--- src/rtl/pc_unit_pkg.sv ---
// Shared defaults and helpers for the multithreaded PC unit.
// Imported by the round-robin arbiter and the pc_unit_mt top.
package pc_unit_pkg;

  localparam int              DEFAULT_PC_WIDTH    = 64;
  localparam int              DEFAULT_NUM_THREADS = 4;
  localparam int unsigned     DEFAULT_STEP        = 1;
  localparam longint unsigned DEFAULT_RESET_PC    = 64'd0;

  // Ceiling log2, used to size thread-id fields; returns at least 1.
  function automatic int clog2(input int value);
    int result;
    result = 0;
    while ((1 << result) < value) result++;
    if (result == 0) result = 1;
    return result;
  endfunction

endpackage

--- src/rtl/pc_unit_mt_rr_arbiter.sv ---
// Combinational round-robin arbiter: grants the first requesting thread
// at or after the pointer, wrapping cyclically. NUM_THREADS is a power of two.
module rr_arbiter
  import pc_unit_pkg::*;
#(
  parameter  int NUM_THREADS = DEFAULT_NUM_THREADS,
  localparam int TID_W       = clog2(NUM_THREADS)
) (
  input  logic [NUM_THREADS-1:0] i_request,
  input  logic [TID_W-1:0]       i_ptr,
  output logic [TID_W-1:0]       o_grant,
  output logic                   o_any_grant
);

  logic [TID_W-1:0] w_idx;

  // NOTE: every signal driven in always_comb gets a default before any
  // conditional assignment, otherwise a latch is inferred.
  always_comb begin
    o_grant     = '0;
    o_any_grant = |i_request;
    w_idx       = '0;
    // Walk offsets from far to near so the nearest requester is assigned last.
    // The pointer sum wraps naturally because the thread count is a power of two.
    for (int i = NUM_THREADS - 1; i >= 0; i--) begin
      w_idx = i_ptr + TID_W'(i);
      if (i_request[w_idx]) o_grant = w_idx;
    end
  end

endmodule

--- src/rtl/pc_unit_mt.sv ---
// Multithreaded program-counter unit: one PC per hardware thread, round-robin
// issue of one PC per cycle, per-thread branch redirect, registered outputs.
module pc_unit_mt
  import pc_unit_pkg::*;
#(
  parameter  int                  PC_WIDTH    = DEFAULT_PC_WIDTH,
  parameter  int                  NUM_THREADS = DEFAULT_NUM_THREADS,
  parameter  int unsigned         STEP        = DEFAULT_STEP,
  parameter  logic [PC_WIDTH-1:0] RESET_PC    = PC_WIDTH'(DEFAULT_RESET_PC),
  localparam int                  TID_W       = clog2(NUM_THREADS)
) (
  input  logic                   clk,
  input  logic                   rst_n,
  input  logic                   enable,
  input  logic                   stall,
  input  logic [NUM_THREADS-1:0] thread_active,
  input  logic                   branch_valid,
  input  logic [TID_W-1:0]       branch_tid,
  input  logic [PC_WIDTH-1:0]    branch_target,
  output logic [PC_WIDTH-1:0]    pc_out,
  output logic [TID_W-1:0]       tid_out,
  output logic                   pc_valid
);

  logic [PC_WIDTH-1:0] r_pc      [NUM_THREADS];
  logic [PC_WIDTH-1:0] w_pc_next [NUM_THREADS];
  logic [TID_W-1:0]    r_rr_ptr;
  logic [TID_W-1:0]    w_grant;
  logic                w_any_grant;
  logic                w_issue;

  rr_arbiter #(
    .NUM_THREADS (NUM_THREADS)
  ) u_rr_arbiter (
    .i_request   (thread_active),
    .i_ptr       (r_rr_ptr),
    .o_grant     (w_grant),
    .o_any_grant (w_any_grant)
  );

  assign w_issue = enable && !stall && w_any_grant;

  // The branch check comes last so a redirect overrides the increment
  // when both target the same thread in the same cycle.
  always_comb begin
    for (int t = 0; t < NUM_THREADS; t++) begin
      w_pc_next[t] = r_pc[t];
      if (w_issue && (w_grant == TID_W'(t)))
        w_pc_next[t] = r_pc[t] + PC_WIDTH'(STEP);
      if (branch_valid && (branch_tid == TID_W'(t)))
        w_pc_next[t] = branch_target;
    end
  end

  // NOTE: sequential state uses non-blocking assignments so every register
  // samples pre-edge values; pc_out below must capture the old PC.
  always_ff @(posedge clk or negedge rst_n) begin
    if (!rst_n) begin
      // NOTE: the PC file is a handful of flops, not a RAM macro, so it is
      // safe and required to clear it on the asynchronous reset.
      for (int t = 0; t < NUM_THREADS; t++) r_pc[t] <= RESET_PC;
      r_rr_ptr <= '0;
      pc_out   <= RESET_PC;
      tid_out  <= '0;
      pc_valid <= 1'b0;
    end else begin
      r_pc <= w_pc_next;
      if (w_issue) begin
        pc_out   <= r_pc[w_grant];
        tid_out  <= w_grant;
        pc_valid <= 1'b1;
        r_rr_ptr <= w_grant + TID_W'(1);
      end else begin
        pc_valid <= 1'b0;
      end
    end
  end

endmodule
--- config.mk ---
export PLATFORM = sky130hd
export DESIGN_NAME = pc_unit_mt
export DESIGN_NICKNAME = d
export VERILOG_FILES = /design/src/rtl/pc_unit_pkg.sv /design/src/rtl/pc_unit_mt_rr_arbiter.sv /design/src/rtl/pc_unit_mt.sv
export SDC_FILE = /design/constraint.sdc
export NUM_CORES = 1
export LEC_CHECK = 0
export CORE_AREA = 2 2 160 224
export CTS_BUF_LIST = sky130_fd_sc_hd__clkbuf_4
export DETAILED_ROUTE_END_ITERATION = 8
export DIE_AREA = 0 0 162 226
export DONT_BUFFER_PORTS = 1
export GPL_ROUTABILITY_DRIVEN = 0
export PLACE_DENSITY = 0.67
export SYNTH_ARGS = -nofsm -noshare
export SYNTH_HDL_FRONTEND = slang
export SYNTH_SLANG_ARGS = --single-unit
--- constraint.sdc ---
create_clock -name clk -period 4.32 [get_ports clk]
set_input_delay 0.432 -clock clk [delete_from_list [all_inputs] [get_ports clk]]
set_output_delay 0.432 -clock clk [all_outputs]
set_load 0.05 [all_outputs]
==> metrics.txt <==
Synth cell types 44; Worst R2R Path Depth 6; H-tree depth 3; Worst-Margin Slew roughly 1100 ps; Post-synth EDFFs 0; IO Pins ~140; peak supply drop between 400 and 500 uV; post-CTS setup buffer count 0; Syn Nets 2479; Seq/Total Area, Yosys 43.3%; first-pass GRT wire length roughly 94 mm; worst setup path category flip-flop to flip-flop; via count about 18000; Primary FF master, synth dfrtp_1; overall power between 10 and 15 mW; DRC 0; Warnings, synthesis 0; DR WL/cell approximately 20 um; first drt pass iteration count 5; Reg2Reg Capture Point r_pc[35]$_DFFE_PN0P_; ANT nets after route 0; I/O Buffers 0; leak pwr 8.21 nW; final hold vios roughly 330; GRT Total Usage around a third; # resized after CTS 0; Multi-input gate area 10100 sq um; Max Freq 0.302 GHz; clk_lat worst skew 790 ps; DRT Wirelength 58.7 mm; sequential cell area just over 8000 sq um; Setup Viol. Count Final 0; Clock Skew slightly above 40 ps; Synth Cell Area 18800 sq um; outcome finished, violations left; pwr dens approximately 540 nW/um^2; maxcap violations 0; Hold Worst Slack -631 ps; syn_area_per_cell 7.83 sq um; initial antenna violation count 1; share of layout cells above drive strength 1 8.14%; Critical Path RT ~4900 ps; RSZ-0062 raised after global routing no; CTS Root Cell clkbuf_4; NumNets Final 2527; most frequent cells in the layout nand2_1 (573), dfrtp_1 (325), o21ai_0 (235); CP endpoint kind flip-flop; Die X 162 um; gr ovfl total 0; commonest non-fill, non-tap cell in the layout nand2_1; reg-to-reg startpoint r_rr_ptr[1]$_DFFE_PN0P_; 1st-iter DRT viols 1405; Die H 226 um; Num Clock Sinks 325; Slew HR 24.4%; FF+latch count, synth roughly 330; die area about 37000 sq um; Clock Tree Buf Depth 3; crit path launch type flip-flop; R2R Setup Slk slightly above 1000 ps; violated checks hold timing; Worst EP arrival ~4000 ps; TNS Setup 0 ps; Post-Syn Instances 2400; min Tclk post-route 3310 ps; fillers 3309; Initial Utilization a little over half; vias per cell 5.91; CTS Buf Count 86; area growth from synthesis to layout 10.8%; CTS Hold Bufs 64; Core Box Area 34700 sq um; hold crit path type primary input to async pin; Tcrit/Tclk final 76.6%; CTS tree done; largest net degree at the start of global routing 326; vias in the first global route around 17000; crit path max fanout between 40 and 50; Final Max Slew Viols 0; DP HPWL slightly below 40 mm; number of cell rows 81; Clock transition at path regs 70 ps; Post-synth ARST share 100%
==> flip-flops by register name, indices dropped and copies added, names as in the netlist <==
name and cells:
pc_valid 1, pc_out 64, r_rr_ptr 2, r_pc 256, tid_out 2
==> final cells by class <==
type	count	share of cell area, %
Tap cell	456	2.74
Multi-Input combinational cell	1910	48.3
Inverter	28	0.505
Clock buffer	134	4.83
Antenna cell	1	0.0120
Timing Repair Buffer	97	4.33
Sequential cell	325	39.1
Clock inverter	12	0.222
==> power breakdown <==
| part | switching [mW] | total, mW | internal (mW) |
|---|---|---|---|
| registers | 1.77 | 5.51 | 3.75 |
| logic | 1.90 | 2.96 | 1.06 |
| clock network | 1.30 | 2.70 | 1.39 |
==> metrics by stage <==
stage	util [%]	setup slack (ps)	hold slack [ps]	instances	area [sq um]
detailed placement	55.2	965	149	2752	19100
finish	60.1	1010	-631	2963	20800
global placement	55.2	1000	148	2752	19100
floorplan	-	1690	136	2400	18800
global route	60.1	872	-683	2963	20800
CTS	60.1	1040	-704	2962	20800
==> synth_stat cells (37+ instances only) <==
library cell / count / area (sq um)
a21oi_1: 148 / 741
nor2_1: 226 / 848
clkbuf_1: 118 / 443
and3_1: 37 / 231
nor3_1: 77 / 385
o21ai_0: 235 / 1180
xor2_1: 95 / 832
nand3_1: 148 / 741
nand4_1: 72 / 450
dfrtp_1: 325 / 8130
xnor2_1: 152 / 1330
nand2_1: 574 / 2150
==> critical path, cell delays in order (launching register included) <==
cell and delay (ps):
dfrtp_1 410, or4_1 660, and2_4 340, or4_1 1050, nor3_1 430, xnor2_1 160, a21oi_1 80
==> kinds of logic (layout without fill, tap and decap cells) <==
family,count (synthesis),count (layout),synth area share (%)
other,0,1,0
flip-flops,325,325,43.3
AND/OR/NAND/NOR,1242,1242,30.0
multiplexers,2,2,0.107
XOR/XNOR,247,247,11.5
AO/OA/AOI/OAI,415,415,11.4
adder cells (fa/ha/maj),4,4,0.266
buffers and inverters,165,271,3.39
==> layer usage <==
layer / GRT usage [%] / up-vias / wire, um
li1: - / 8303 / -
met1: 39.1 / 8415 / 23100
met2: 55.7 / 635 / 29300
met3: 5.97 / 149 / 3670
met4: 16.2 / 0 / 2620
met5: 0 / - / 0
==> worst max-delay path by stage <==
stage / startpoint / endpoint / cells past startpoint
after floorplan: thread_active[0] / r_pc[21]$_DFFE_PN0P_ / 10
after global placement: thread_active[0] / r_pc[51]$_DFFE_PN0P_ / 7
after detailed placement: thread_active[0] / r_pc[35]$_DFFE_PN0P_ / 7
after CTS: r_rr_ptr[1]$_DFFE_PN0P_ / r_pc[51]$_DFFE_PN0P_ / 6
after global routing: r_rr_ptr[0]$_DFFE_PN0P_ / r_pc[217]$_DFFE_PN0P_ / 8
final: r_rr_ptr[1]$_DFFE_PN0P_ / r_pc[35]$_DFFE_PN0P_ / 6
Note: power is estimated with default switching activity, not from simulation.
